<file path="config.mk">
export PLATFORM = sky130hd
export DESIGN_NAME = decodificador_multiplexado
export DESIGN_NICKNAME = d
export VERILOG_FILES = /design/src/rtl/decodificador_multiplexado.sv
export SDC_FILE = /design/constraint.sdc
export NUM_CORES = 1
export LEC_CHECK = 0
export CORE_MARGIN = 5
export CORE_UTILIZATION = 40
export CTS_CLUSTER_SIZE = 8
export DETAILED_ROUTE_END_ITERATION = 16
export PLACE_DENSITY = 0.69
export RECOVER_POWER = 50
export SLEW_MARGIN = 20
export SYNTH_ARGS = -nofsm -noshare
export SYNTH_HDL_FRONTEND = slang
export SYNTH_SLANG_ARGS = --single-unit
export TNS_END_PERCENT = 100
</file>
<file path="constraint.sdc">
create_clock -name clk -period 3.1 [get_ports clk]
set_input_delay 0.31 -clock clk [delete_from_list [all_inputs] [get_ports clk]]
set_output_delay 0.31 -clock clk [all_outputs]
set_load 0.02 [all_outputs]
</file>
<file path="src/rtl/decodificador_multiplexado.sv">
// Passive receiver for the multiplexed active-low 7-segment bus.
// Debounces each digit dwell, decodes it and assembles full frames.
//
// Ports:
//   clk, rst_n   rising-edge clock, synchronous active-low reset
//   enable       1 = decode, 0 = idle (drops partial frame)
//   segmentos    active-low segments {g,f,e,d,c,b,a}
//   anodos       active-low anodes, one low = digit selected
//   frame        5-bit code per digit, snapshot at frame completion
//   digit_seen   positions committed since the last frame
//   frame_valid  1-cycle pulse, frame updated on the same edge
//   err_multi    1-cycle pulse, stable dwell with >1 anode low
//   err_code     1-cycle pulse, committed pattern not in table
module decodificador_multiplexado #(
    parameter int NUM_DIGITS    = 8,
    parameter int STABLE_CYCLES = 4,
    parameter logic [NUM_DIGITS-1:0] DIGIT_MASK = 8'b01111100
) (
    input  logic                    clk,
    input  logic                    rst_n,
    input  logic                    enable,
    input  logic [6:0]              segmentos,
    input  logic [NUM_DIGITS-1:0]   anodos,
    output logic [5*NUM_DIGITS-1:0] frame,
    output logic [NUM_DIGITS-1:0]   digit_seen,
    output logic                    frame_valid,
    output logic                    err_multi,
    output logic                    err_code
);

    localparam int SW = NUM_DIGITS + 7;
    localparam int CW = $clog2(STABLE_CYCLES + 1);
    localparam logic [CW-1:0] CMAX = CW'(STABLE_CYCLES);
    localparam logic [NUM_DIGITS-1:0] ONE =
        {{(NUM_DIGITS-1){1'b0}}, 1'b1};
    localparam logic [5*NUM_DIGITS-1:0] BLANK =
        {NUM_DIGITS{5'd14}};

    function automatic logic [4:0] decode(input logic [6:0] s);
        logic [4:0] c;
        case (s)
            7'b1000000: c = 5'd0;
            7'b1111001: c = 5'd1;
            7'b0100100: c = 5'd2;
            7'b0110000: c = 5'd3;
            7'b0011001: c = 5'd4;
            7'b0010010: c = 5'd5;
            7'b0000010: c = 5'd6;
            7'b1111000: c = 5'd7;
            7'b0000000: c = 5'd8;
            7'b0010000: c = 5'd9;
            7'b0001000: c = 5'd10;
            7'b0100001: c = 5'd11;
            7'b1100011: c = 5'd12;
            7'b1111011: c = 5'd13;
            7'b1111111: c = 5'd14;
            default:    c = 5'd31;
        endcase
        return c;
    endfunction

    logic [SW-1:0]           smp;
    logic [SW-1:0]           sample;
    logic [CW-1:0]           cnt;
    logic [CW-1:0]           cnt_nxt;
    logic                    committed;
    logic [5*NUM_DIGITS-1:0] work;
    logic [5*NUM_DIGITS-1:0] work_nxt;
    logic [NUM_DIGITS-1:0]   seen_nxt;
    logic [NUM_DIGITS-1:0]   sel;
    logic [4:0]              code;
    logic                    changed;
    logic                    commit;
    logic                    one_hot;
    logic                    multi;
    logic                    done;

    // The bus word about to enter smp is compared with smp itself,
    // i.e. the smp/prev comparison seen one edge early, so a pattern
    // first captured at edge E commits at edge E+STABLE_CYCLES-1.
    always_comb begin
        sample   = {anodos, segmentos};
        sel      = ~anodos;
        changed  = sample != smp;
        cnt_nxt  = cnt;
        if (changed)
            cnt_nxt = CW'(1);
        else if (cnt < CMAX)
            cnt_nxt = cnt + CW'(1);
        commit   = !committed && (cnt_nxt == CMAX);
        one_hot  = (sel != '0) && ((sel & (sel - ONE)) == '0);
        multi    = (sel != '0) && !one_hot;
        code     = decode(segmentos);
        work_nxt = work;
        seen_nxt = digit_seen;
        if (commit && one_hot) begin
            seen_nxt = digit_seen | sel;
            for (int k = 0; k < NUM_DIGITS; k++)
                if (sel[k])
                    work_nxt[5*k +: 5] = code;
        end
        done = commit && one_hot &&
               ((seen_nxt & DIGIT_MASK) == DIGIT_MASK);
    end

    always_ff @(posedge clk) begin
        if (!rst_n) begin
            smp         <= '0;
            cnt         <= '0;
            committed   <= 1'b0;
            work        <= BLANK;
            frame       <= BLANK;
            digit_seen  <= '0;
            frame_valid <= 1'b0;
            err_multi   <= 1'b0;
            err_code    <= 1'b0;
        end else begin
            smp         <= sample;
            frame_valid <= 1'b0;
            err_multi   <= 1'b0;
            err_code    <= 1'b0;
            if (!enable) begin
                cnt        <= '0;
                committed  <= 1'b0;
                digit_seen <= '0;
            end else begin
                cnt       <= cnt_nxt;
                committed <= changed ? 1'b0 : (committed | commit);
                if (commit) begin
                    work      <= work_nxt;
                    err_multi <= multi;
                    err_code  <= one_hot && (code == 5'd31);
                    if (done) begin
                        frame       <= work_nxt;
                        frame_valid <= 1'b1;
                        digit_seen  <= '0;
                    end else begin
                        digit_seen  <= seen_nxt;
                    end
                end
            end
        end
    end

endmodule

</file>
Yosys cells after proc, flatten, opt, wreduce, memory -nomap -nowiden:

Cells that the tools add are included.

* register bits: 110
* latch bits: 0
* memory bits (writable): 0
* bits in read-only memories: 0
* input bits: 18
* word-level logic and storage cells: 70
* memories kept: 0

* add/sub/neg operators: 2
* multiply operators: 0
* div/mod/pow operators: 0
* order comparisons: 1
* equal/unequal tests: 18
* shifts and indexed selects: 0
* muxes and demuxes: 15
* bitwise gates (word level): 6
* reduce and logical (&&, ||, !) cells: 18

Operators by type and width (count)
* $pmux 5 s15: 1
* $eq 7x7->1 const B: 6
* $mux 40: 1
* $mux 5: 8
* $eq 7x5->1 const B: 3
* $eq 7x6->1 const B: 3
* $mux 8: 2
* $ne 15x15->1: 1
* $eq 5x5->1 const B: 2
* $and 8x8->8: 1
* $logic_not 8->1: 1
* $not 8->8: 1
* $or 8x8->8: 1
* $reduce_bool 8->1: 1
* $sub 8x1->8 const B: 1
* $eq 7x2->1 const B: 1
* $eq 7x4->1 const B: 1
* $logic_not 7->1: 1
* $logic_and 1x1->1: 6
* $mux 3: 2
* $reduce_and 2->1: 3
* $reduce_and 3->1: 2
* $add 3x1->3 const B: 1
* $eq 3x3->1 const B: 1
* other kinds (7): 9

Logic depth before layout (Yosys ltp):

* word-level depth: 11
* mapped depth: 12
* gate-level depth less buffers: 8

Worst setup path before layout:

No wires, ideal clock.

* path kind: register -> register
* start: register cnt[0]
* end: register frame[32]
* data arrival time: 2.426 ns
* data required time: 3.025 ns
* slack: 0.600 ns
* cell stages (with the launch flop): 11
* path buffers: 2
* cell sequence: dfxtp_1 ha_1 and4bb_1 o21ba_1 buf_4 and2_4 nand3_4 nor4b_4 buf_6 mux2i_1 o211ai_2

* longest elaborated chain between the ends: 10
* elaborated cells between the ends (all ways): 12
* those cells by class: add/sub (1); order compare (1); eq/ne (2); mux (4); reduce/logical (4)

Ends and longest elaborated chain
* start, declared: RTL line 64 `logic [CW-1:0] cnt;`
* start signal, assigned: RTL line 127 `cnt <= cnt_nxt;`
* $add 3x1->3 or $lt 3x3->1 (tied branches): RTL line 89, 88
* $mux 3 (*): RTL line 88 `else if (cnt < CMAX)`
* $mux 3 (*): RTL line 86 `if (changed)`
* $eq 3x3->1 (*): RTL line 90 `commit = !committed && (cnt_nxt == CMAX);`
* $logic_and 1x1->1 (*): RTL line 90
* $logic_and 1x1->1: RTL line 96, 102
* $mux 8: RTL line 96 `if (commit && one_hot) begin`
* $eq 5x5->1: RTL line 103 `((seen_nxt & DIGIT_MASK) == DIGIT_MASK);`
* $logic_and 1x1->1: RTL line 102 `done = commit && one_hot &&`
* $reduce_and 3->1 (no source line)
* end signal, assigned: RTL line 134 `frame <= work_nxt;`
* end, declared: RTL line 24 `output logic [5*NUM_DIGITS-1:0] frame,`

Every way passes the cells marked *; elsewhere a longest branch is shown, timed or not. The select of a mux whose other input is x is not followed.
A chain may end at the register's enable or synchronous reset.

Worst setup path after layout:

* start: input anodos[4]
* end: register frame[14]

* longest elaborated chain between the ends: 10
* elaborated cells between the ends (all ways): 17
* those cells by class: add/sub (1); eq/ne (3); mux (3); bitwise (3); reduce/logical (7)

Ends and longest elaborated chain
* start, declared: RTL line 23 `input logic [NUM_DIGITS-1:0] anodos,`
* $not 8->8: RTL line 83 `sel = ~anodos;`
* $sub 8x1->8: RTL line 91 `one_hot = (sel != '0) && ((sel & (sel - ONE)) == '0);`
* $and 8x8->8: RTL line 91
* $logic_not 8->1: RTL line 91
* $logic_and 1x1->1: RTL line 91
* $logic_and 1x1->1: RTL line 96, 102
* $mux 8: RTL line 96
* $eq 5x5->1: RTL line 103
* $logic_and 1x1->1: RTL line 102
* $reduce_and 3->1 (no source line)

Several ways; a longest one is shown, not always the timed one. The select of a mux whose other input is x is not followed.

==> flow_summary.yaml <==
cts:
  ctsResizeCount: 0
  cts_buffer_depth: 2
  cts.sinks: 110
  clock_latency_ps: 350
  tritoncts.num_buffers: 9
  clk_pin_slew_ps: 70
  postCtsSetupBuffers: 0
  clock_tree.root_cell: "clkbuf_16"
  cts_tree: "done"
  holdBufCountCts: 0
  h-tree-depth: 3
placed_design:
  dp_cells: 813
  io_buffers: 68
  place_ws_ps: 34.9
  dp_hpwl_mm: 10.2
  place_congestion: 0.864
power_and_ir_drop:
  leakagePower_nw: 2.52
  internal_power_w: 0.00222
  peakVddDrop_mv: 0.273
  pwr-share-comb: 0.073
  clkPwrFrac: 0.433
  sw_frac_of_total: 0.231
  power_per_cell_area_mw_per_mm2: 422
  p_switching_w: 0.000670
  seqPwrFrac: 0.494
floorplanning:
  ioPinCount: 69
  start_util: 0.408
  die_w_um: 129
  die_y_um: 129
  die_area_mm2: 0.0166
  coreArea_mm2: 0.0138
  fp-row-count: 43
layout:
  instances_no_fill: 829
  nets: 663
  layout-drive-gt1-share: 0.160
  num_antenna_cells: 0
  n_fill_cell: 1284
  syn_to_final_growth_pct: 21.5
min_path:
  hold_class: "flop to flop"
sta:
  tns_ps: 0
  relSlewSlack: -0.136
  layout_min_cycle_time_ps: 2890
  rsz0062_at_grt: "false"
  finalWorstSetupSlack_ps: 208
  clock_skew_ps: 9.52
  setup_viol: 0
  fmax_ghz: 0.346
  slew_viol_final: 36
  tightest_slew_ps: 1700
  hold_viol: 0
  min_period_over_period: 0.933
synth:
  yosys_register_bits: 110
  syn_area_mm2: 0.00564
  async_reset_ff_frac: 0
  synth.most_common_cell: "dfxtp_1"
  syn-num-nets: 588
  synth_common_cells: "110 x dfxtp_1, 65 x mux2i_1, 57 x nand2_1, 29 x o211ai_1, 24 x clkbuf_1"
  yosysWarnings: 0
  synth_ff_type: "dfxtp_1"
  synthCells: 569
  yosysTopAreaCellShare: 0.391
  yosysTopAreaCell: "dfxtp_1"
  yosys.cell_types.count: 69
  synth_area_leaders: "dfxtp_1 39%, mux2i_1 12%, o211ai_1 3.9%"
  syn_area_per_cell_um2: 9.91
  yosysSeqAreaShare: 0.391
  synth_edf_count: 0
critical_path:
  worstPathArrival_ps: 3130
  cp_max_fo: 12
  start_kind: "primary input"
  end_kind: "flop"
  critPathKind: "primary input to flop"
  required_ps: 3330
global_route:
  grt_first_pass_wirelength_mm: 23.0
  grt-ovfl-total: 0
  antenna_found_initial: 0
  grt_pass1_vias: 4428
  grt_max_degree: 49
  grtUsageTotal: 0.175
detailed_routing:
  drc: 0
  wl_mm: 14.1
  avgViaCountPerCell: 5.33
  vias: 4420
  first_iter_violations: 243
  dr.pass1.iters: 5
  ant_nets: 0
  detail_route.wl_per_cell_um: 17.0
status:
  violations: "capacitance limit, slew limit"
  outcome: "finished, violations left"
flow_run:
  maxCapViolations: 1
==> critical path: stages <==
cell	delay (ps)
clkdlybuf4s50_1	480
clkbuf_1	430
xor2_1	190
nor4_4	380
nand3_4	330
nor3_4	500
mux2i_1	380
a21oi_1	120
==> per-stage QoR <==
stage | util | cell area [um^2] | hold slack [ps] | total power [W]
final | 0.496 | 6850 | 462 | 0.00289
after global routing | 0.496 | 6850 | 503 | 0.00299
after CTS | 0.498 | 6890 | 441 | 0.00292
after detailed placement | 0.475 | 6560 | 458 | 0.00167
after global placement | 0.475 | 6560 | 454 | 0.00167
after floorplan | - | 5640 | 440 | 0.00162
==> power by group through the flow <==
stage	clock, W	combinational [W]	sequential (W)
3_3_place_gp	0	0.000207	0.00146
4_1_cts	0.00128	0.000213	0.00143
2_1_floorplan	0	0.000159	0.00146
3_5_place_dp	0	0.000212	0.00146
5_1_grt	0.00134	0.000228	0.00143
6_report	0.00125	0.000211	0.00143
==> layout make-up <==
class | count | area (um^2) | share of cell area
multi-input cells | 402 | 3060 | 0.446
clock inverters | 6 | 92.6 | 0.0135
flip-flops and latches | 110 | 2200 | 0.321
repair buffers | 117 | 1030 | 0.150
well taps | 180 | 225 | 0.0329
inverters | 4 | 15.0 | 0.00219
clock buffers | 10 | 229 | 0.0334
==> final timing paths <==
path	start	end	slack [ps]	depth (start not counted)
worst min-delay path	frame[25]$_SDFFE_PN0P_	frame[25]$_SDFFE_PN0P_	460	2
worst max register to register	cnt[0]$_SDFF_PN0_	frame[27]$_SDFFE_PN1P_	230	9
worst max-delay path	anodos[4]	frame[14]$_SDFFE_PN0P_	210	8
worst min register to register	frame[25]$_SDFFE_PN0P_	frame[25]$_SDFFE_PN0P_	460	2
==> cells in the final DEF, fill, tap and decap left out, drive strengths merged, types with 16 or more instances in the layout <==
| cell type | instances |
|---|---|
| clkdlybuf4s50 | 16 |
| nand3 | 25 |
| o21ai | 19 |
| nand2 | 57 |
| clkbuf | 18 |
| dlygate4sd3 | 51 |
| dfxtp | 110 |
| nor2 | 20 |
| nor3 | 20 |
| a21oi | 17 |
| buf | 42 |
| mux2i | 65 |
| and2 | 26 |
| nor2b | 18 |
| o211ai | 34 |
==> cell families (layout without fill, tap and decap cells) <==
logic type	count (synthesis)	count (layout)	share of synthesized area
DFF	110	110	0.391
buffers and inverters	57	137	0.0666
xor gates and xnor gates	17	17	0.0317
adders and majority gates	2	2	0.00399
muxes	65	65	0.115
and+or+nand+nor	215	215	0.258
AOI/OAI and AO/OA	103	103	0.134
==> layer usage <==
| metal | wire (um) | vias up | track usage |
|---|---|---|---|
| met1 | 6420 | 2117 | 0.228 |
| met5 | 0 | - | 0 |
| met3 | 641 | 19 | 0.0328 |
| li1 | - | 2160 | - |
| met4 | 303 | 0 | 0.0605 |
| met2 | 6720 | 124 | 0.290 |
==> flip-flops by register name, indices dropped and copies added (netlist names) <==
signal and count:
work 40, committed 1, cnt 3, smp 15, err_multi 1, err_code 1, digit_seen 8, frame 40
frame_valid 1
(Power assumes the default switching activity.)
